===== src/rtl/cache_control_pkg.sv =====
// Shared types for the L1 cache controller: FSM state encoding and address mux selects.
package cache_control_pkg;

  typedef enum logic [1:0] {
    IDLE      = 2'd0,
    WRITEBACK = 2'd1,
    ALLOCATE  = 2'd2
  } lc3b_cache_state;

  typedef logic [1:0] lc3b_addrmux_sel;

  localparam lc3b_addrmux_sel ADDR_CPU  = 2'b00;
  localparam lc3b_addrmux_sel ADDR_WAY0 = 2'b01;
  localparam lc3b_addrmux_sel ADDR_WAY1 = 2'b10;

  // Writeback address select for the given victim way.
  function automatic lc3b_addrmux_sel way_addr(input logic way);
    return way ? ADDR_WAY1 : ADDR_WAY0;
  endfunction

endpackage


===== src/rtl/cache_control_sat_counter.sv =====
// Saturating event counter; a synchronous clear takes priority over increment.
module sat_counter #(
  parameter int WIDTH = 16
) (
  input  logic             clk_i,
  input  logic             reset_n_i,
  input  logic             clr_i,
  input  logic             inc_i,
  output logic [WIDTH-1:0] count_o
);

  logic [WIDTH-1:0] count_q;

  always_ff @(posedge clk_i or negedge reset_n_i) begin
    if (!reset_n_i) begin
      count_q <= '0;
    end else if (clr_i) begin
      count_q <= '0;
    end else if (inc_i && (count_q != '1)) begin
      count_q <= count_q + 1'b1;
    end
  end

  assign count_o = count_q;

endmodule


===== src/rtl/cache_control.sv =====
// Control FSM for the 2-way write-back, write-allocate L1 cache with perf counters.
module cache_control
  import cache_control_pkg::*;
#(
  parameter int CNT_WIDTH = 16
) (
  input  logic                 clk,
  input  logic                 reset_n,
  input  logic                 mem_read,
  input  logic                 mem_write,
  output logic                 mem_resp,
  output logic                 pmem_read,
  output logic                 pmem_write,
  input  logic                 pmem_resp,
  input  logic                 ishit0_out,
  input  logic                 ishit1_out,
  input  logic                 dirtyarr0_out,
  input  logic                 dirtyarr1_out,
  input  logic                 lru_out,
  output logic                 dataarr0_write,
  output logic                 dataarr1_write,
  output logic                 tag0_write,
  output logic                 tag1_write,
  output logic                 valid0_write,
  output logic                 valid1_write,
  output logic                 dirtyarr0_write,
  output logic                 dirtyarr1_write,
  output logic                 dirty_in,
  output logic                 datainmux_sel,
  output lc3b_addrmux_sel      addressmux_sel,
  input  logic                 cnt_clear,
  output logic [CNT_WIDTH-1:0] hit_count,
  output logic [CNT_WIDTH-1:0] miss_count,
  output logic [CNT_WIDTH-1:0] wb_count,
  output lc3b_cache_state      state_o
);

  lc3b_cache_state state_q, state_d;
  logic victim_q, victim_d;
  logic refill_q, refill_d;
  logic hit_inc, miss_inc, wb_inc;

  logic req, hit, hit_way, victim_dirty;
  assign req          = mem_read | mem_write;
  assign hit          = ishit0_out | ishit1_out;
  assign hit_way      = ~ishit0_out;  // way0 wins if both tags match
  assign victim_dirty = lru_out ? dirtyarr1_out : dirtyarr0_out;

  always_comb begin
    state_d         = state_q;
    victim_d        = victim_q;
    refill_d        = refill_q;
    hit_inc         = 1'b0;
    miss_inc        = 1'b0;
    wb_inc          = 1'b0;
    mem_resp        = 1'b0;
    pmem_read       = 1'b0;
    pmem_write      = 1'b0;
    dataarr0_write  = 1'b0;
    dataarr1_write  = 1'b0;
    tag0_write      = 1'b0;
    tag1_write      = 1'b0;
    valid0_write    = 1'b0;
    valid1_write    = 1'b0;
    dirtyarr0_write = 1'b0;
    dirtyarr1_write = 1'b0;
    dirty_in        = 1'b0;
    datainmux_sel   = 1'b0;
    addressmux_sel  = ADDR_CPU;
    unique case (state_q)
      IDLE: begin
        refill_d = 1'b0;
        if (req && hit) begin
          mem_resp = 1'b1;
          // The hit that completes a fill was already counted as a miss.
          hit_inc  = ~refill_q;
          if (mem_write) begin
            datainmux_sel   = 1'b1;
            dirty_in        = 1'b1;
            dataarr0_write  = ~hit_way;
            dataarr1_write  = hit_way;
            dirtyarr0_write = ~hit_way;
            dirtyarr1_write = hit_way;
          end
        end else if (req) begin
          miss_inc = 1'b1;
          victim_d = lru_out;
          state_d  = victim_dirty ? WRITEBACK : ALLOCATE;
        end
      end
      WRITEBACK: begin
        pmem_write     = 1'b1;
        addressmux_sel = way_addr(victim_q);
        if (pmem_resp) begin
          wb_inc  = 1'b1;
          state_d = ALLOCATE;
        end
      end
      ALLOCATE: begin
        pmem_read = 1'b1;
        if (pmem_resp) begin
          dataarr0_write  = ~victim_q;
          dataarr1_write  = victim_q;
          tag0_write      = ~victim_q;
          tag1_write      = victim_q;
          valid0_write    = ~victim_q;
          valid1_write    = victim_q;
          dirtyarr0_write = ~victim_q;
          dirtyarr1_write = victim_q;
          refill_d        = 1'b1;
          state_d         = IDLE;
        end
      end
      default: state_d = IDLE;
    endcase
  end

  always_ff @(posedge clk or negedge reset_n) begin
    if (!reset_n) begin
      state_q  <= IDLE;
      victim_q <= 1'b0;
      refill_q <= 1'b0;
    end else begin
      state_q  <= state_d;
      victim_q <= victim_d;
      refill_q <= refill_d;
    end
  end

  assign state_o = state_q;

  sat_counter #(.WIDTH(CNT_WIDTH)) u_hit_cnt (
    .clk_i(clk), .reset_n_i(reset_n), .clr_i(cnt_clear), .inc_i(hit_inc), .count_o(hit_count)
  );
  sat_counter #(.WIDTH(CNT_WIDTH)) u_miss_cnt (
    .clk_i(clk), .reset_n_i(reset_n), .clr_i(cnt_clear), .inc_i(miss_inc), .count_o(miss_count)
  );
  sat_counter #(.WIDTH(CNT_WIDTH)) u_wb_cnt (
    .clk_i(clk), .reset_n_i(reset_n), .clr_i(cnt_clear), .inc_i(wb_inc), .count_o(wb_count)
  );

endmodule


===== config.mk =====
export PLATFORM = sky130hd
export DESIGN_NAME = cache_control
export DESIGN_NICKNAME = d
export VERILOG_FILES = /design/src/rtl/cache_control_pkg.sv /design/src/rtl/cache_control_sat_counter.sv /design/src/rtl/cache_control.sv
export SDC_FILE = /design/constraint.sdc
export NUM_CORES = 1
export LEC_CHECK = 0
export CAP_MARGIN = 10
export CORE_ASPECT_RATIO = 1.2
export CORE_MARGIN = 2
export CORE_UTILIZATION = 53
export DETAILED_ROUTE_END_ITERATION = 7
export PLACE_DENSITY = 0.86
export SLEW_MARGIN = 20
export SYNTH_ARGS = -nofsm -noshare
export SYNTH_HDL_FRONTEND = slang
export SYNTH_SLANG_ARGS = --single-unit

===== constraint.sdc =====
create_clock -name clk -period 3.7 [get_ports clk]
set_input_delay 0.925 -clock clk [delete_from_list [all_inputs] [get_ports clk]]
set_output_delay 0.925 -clock clk [all_outputs]
set_load 0.01 [all_outputs]

* Yosys cells after proc, flatten, opt, wreduce, memory -nomap -nowiden
Cells that the tools add are included.
Storage, ports and cells: bits in registers 52, logic and storage cells 77, input port bits 11
Operators by class: reduce and logical (&&, ||, !) cells 12, eq/ne operators 9, add/sub/neg operators 3, multiplexer cells 41, bitwise logic cells 6
Operators by type and width (number):
- $mux W16 | 6
- $add A16 B1 Y16 const B | 3
- $ne A16 B16 Y1 const B | 3
- $mux W1 | 24
- $mux W2 | 7
- $ne A2 B2 Y1 const B | 4
- $reduce_bool A2 Y1 | 4
- $pmux W1 S2 | 3
- $pmux W2 S3 | 1
- $logic_and A1 B1 Y1 | 4
- $not A1 Y1 | 4
- $reduce_and A4 Y1 | 1
- $reduce_and A3 Y1 | 1
- $eq A2 B1 Y1 const B | 1
- $eq A2 B2 Y1 const B | 1
- $logic_not A2 Y1 | 1
- $or A1 B1 Y1 | 2
- $reduce_and A2 Y1 | 1

* Logic depth before layout (Yosys ltp)
depth in word-level cells 7, depth in mapped cells 7

* Modules after synthesis
A second synthesis with hierarchy kept.
Unflattened totals: cells, all modules 333, area, all modules 3124.2 µm²
By module, submodules not included:
- sat_counter at u_hit_cnt ... | instances 2, cells an instance 98, area an instance 942.2 µm²
- sat_counter at u_wb_cnt | instances 1, cells an instance 96, area an instance 900.9 µm²
- cache_control | instances 1, cells an instance 41, area an instance 339.1 µm²

* Worst setup path before layout
OpenSTA, ideal clock, no wires.
path kind input to output, start in ishit1_out, end out dirty_in, cell stages on the path 3, setup slack 1187 ps, data arrival time 1588 ps, data required time 2775 ps, path buffers 1, cell sequence or2_2 and3_1 buf_4
Between the ends: word-level cells in the longest chain between the ends 4
RTL lines:
- start, declared | line cache_control.sv:16 | input logic ishit1_out,
- $or A1 B1 Y1 | line cache_control.sv:45 | assign hit = ishit0_out | ishit1_out;
- $logic_and A1 B1 Y1 | line cache_control.sv:73 | if (req && hit) begin
- $mux W1 (2 in series)
- end, declared | line cache_control.sv:28 | output logic dirty_in,
Every way passes these cells.

* Worst setup path in the final report
start in mem_write, end out mem_resp
Between the ends: word-level cells in the longest chain between the ends 4
RTL lines:
- start, declared | line cache_control.sv:10 | input logic mem_write,
- $or A1 B1 Y1 | line cache_control.sv:44 | assign req = mem_read | mem_write;
- $logic_and A1 B1 Y1 | line cache_control.sv:73
- $mux W1 | line cache_control.sv:73
- $mux W1 | line cache_control.sv:70 | unique case (state_q)
- end, declared | line cache_control.sv:11 | output logic mem_resp,
Every way passes these cells.

==> flow_summary.toml <==
[outcome]
outcome = "finished, final reports clean"

[placed_design]
dpl-instance-area_um2 = 3740
port-buffer-count = 75
finalWeightedCongestion = 0.898
detailedPlacementHpwl_mm = 5.12

[finish]
finalNetCount = 408
antenna_cells_inserted = 0
finalCoreUtilization = 0.719
final_layout_size_suffix_gt1_frac = 0.0582
areaGrowthSynthToFinish_pct = 29.1
final_cell_area_um2 = 3840

[critical_path]
r2r-start = "u_wb_cnt.count_o[0]$_DFFE_PN0P_"
startpoint = "mem_write"
worst-path-max-fanout = 5
critical_path_arrival_ns = 2.46
cp-end-kind = "primary output"
criticalPathCategory = "in2out"
worstPathRequired_ns = 2.77
critPathLaunchType = "primary input"

[floorplanning]
core_area_um2 = 5330
die_area_um2 = 6220
overall_die_height_um = 86.0
initial_core_util = 0.557
rows = 29
floorplan.die.width_um = 72.3
ioPinCount = 76

[sta]
post-route-period-util = 0.916
hold_viol_final = 0
tightest_slew_ns = 0.713
setup_viol_count_final = 0
post-route-min-period_ns = 3.39
max_slew_margin = 0.521
finalSetupTns_ns = 0
slew_viol_final = 0
finalHoldWorstSlack_ns = 0.560
unrepaired_setup_endpoints_after_global_routing = "no"
finClkSkew_ns = 0.0100
clock.fmax_mhz = 295

[global_route]
vias_in_the_first_global_route = 2565
largest_net_degree_at_the_start_of_global_routing = 33
gr-usage-all-layers = 0.227
antenna_violations_before_repair = 0
gr-total-overflow = 0
grt_first_pass_wirelength_mm = 11.4

[synthesis]
synthMostInstantiatedCell = "nor2_1"
yosys-top-cells-area = "dfrtp_1, xor2_1, nor2_1"
ys.flop_type = "dfrtp_1"
yosysWarnings = 0
synth.cell_area_um2 = 2970
synthesis.nets = 336
synth.largest_area_cell = "dfrtp_1"
number_of_enable_flip_flop_cells_after_synthesis = 0
async_flop_share = 1.00
yosys_register_bits = 52
number_of_instances_in_the_synthesized_netlist = 322
postSynthAreaPerCell_um2 = 9.22
yosys-top-cells-count = "nor2_1, dfrtp_1, xor2_1, nand4_1, nand2_1"
netlist.area_leader.share = 0.438
netlist-cell-type-count = 43
yosysSeqAreaShare = 0.438

[route]
detail_route.vias_per_cell = 5.89
ant_nets = 0
first_pass_iters = 4
final_wirelength_mm = 6.92
first_iter_violations = 98
num_vias = 2692
routed_wire_length_per_instance_um = 15.1
route.detailed.drc = 0

[pwr]
power_density_nw_per_um2 = 336
worst_ir_drop_vdd_uv = 221
p_leak_nw = 1.57
total_power_mw = 1.29

[hold_path]
hold_path.startpoint = "u_wb_cnt.count_o[14]$_DFFE_PN0P_"
min_path_type = "reg2reg"

[clock_network]
cts_hold_repair.buffers = 0
htreeDepth = 2
ctsRootBufferMaster = "clkbuf_8"
cts_inserted_buffers = 5
ctsResizeCount = 0
cts_sinks = 52
cts.clk_slew.worst_paths_ns = 0.10
ctsLongestPathBuffers = 2
cts_setup_buffers = 0
cts_tree = "done"
clk-insertion-delay-late_ns = 0.30

[job]
max-cap-violations = 0
==> layout by cell type, fill, tap and decap left out, types with 8 or more instances in the layout <==
master,netlist,routed
and3_1,9,9
clkdlybuf4s50_1,0,74
dfrtp_1,52,52
nand2_1,20,20
nand3_1,16,16
nand4_1,26,26
nor2_1,57,57
nor3_1,8,8
xnor2_1,9,9
xor2_1,29,29
==> path summary, 6_finish.rpt <==
kind / to / slack (ns) / cells past startpoint
worst max-delay path: mem_resp / 0.31 / 4
worst min-delay path: u_wb_cnt.count_o[14]$_DFFE_PN0P_ / 0.56 / 2
worst max register to register: u_wb_cnt.count_o[1]$_DFFE_PN0P_ / 1.49 / 6
worst min register to register: u_wb_cnt.count_o[14]$_DFFE_PN0P_ / 0.56 / 2
max in group asynchronous: u_miss_cnt.count_o[12]$_DFFE_PN0P_ / 2.39 / 2
min in group asynchronous: u_hit_cnt.count_o[12]$_DFFE_PN0P_ / 0.67 / 1
==> logic make-up (layout without fill, tap and decap cells) <==
group,count (synthesis),count (layout),synth area share
AOI/OAI and AO/OA,23,23,0.0564
muxes,4,4,0.0135
buffers and inverters,21,94,0.0375
DFF,52,52,0.438
xor gates and xnor gates,38,38,0.112
and+or+nand+nor,181,181,0.330
adders and majority gates,3,3,0.0126
==> per-layer routing <==
layer  track usage  wire length [um]  vias to the layer above
met1         0.282              2880                     1311
li1              -                 -                     1290
met3        0.0400               270                       10
met4        0.0652                93                        0
met2         0.401              3680                       81
met5             0                 0                        -
==> power by group <==
part	switching [mW]	total (mW)	internal, mW
Clock	0.187	0.339	0.152
Combinational	0.154	0.318	0.164
Sequential	0.0368	0.631	0.594
Total	0.377	1.29	0.910
==> final cells by class <==
cell class / instances / area [um^2]
sequential: 52 / 1300
timing repair buffer: 80 / 783
inverter: 6 / 22.5
clock inverter: 1 / 7.51
fill: 436 / 1500
clock buffer: 7 / 86.3
multi-input combinational: 249 / 1560
tap: 62 / 77.6
==> critical path, stage by stage <==
cell and delay, ns:
clkdlybuf4s50_1 0.47, or2_2 0.36, and3_1 0.22, clkdlybuf4s50_1 0.48
==> per-stage QoR <==
step           std cells  setup slack (ns)
6_report             457             0.310
5_1_grt              457             0.247
4_1_cts              457             0.298
3_5_place_dp         449             0.297
3_3_place_gp         449             0.315
2_1_floorplan        322              1.19
==> state kept, by name, summed over array words and instances (netlist names) <==
name,count
u_wb_cnt.count_o,16
refill_q,1
u_miss_cnt.count_o,16
victim_q,1
u_hit_cnt.count_o,16
state_o,2
(Power assumes the default switching activity.)
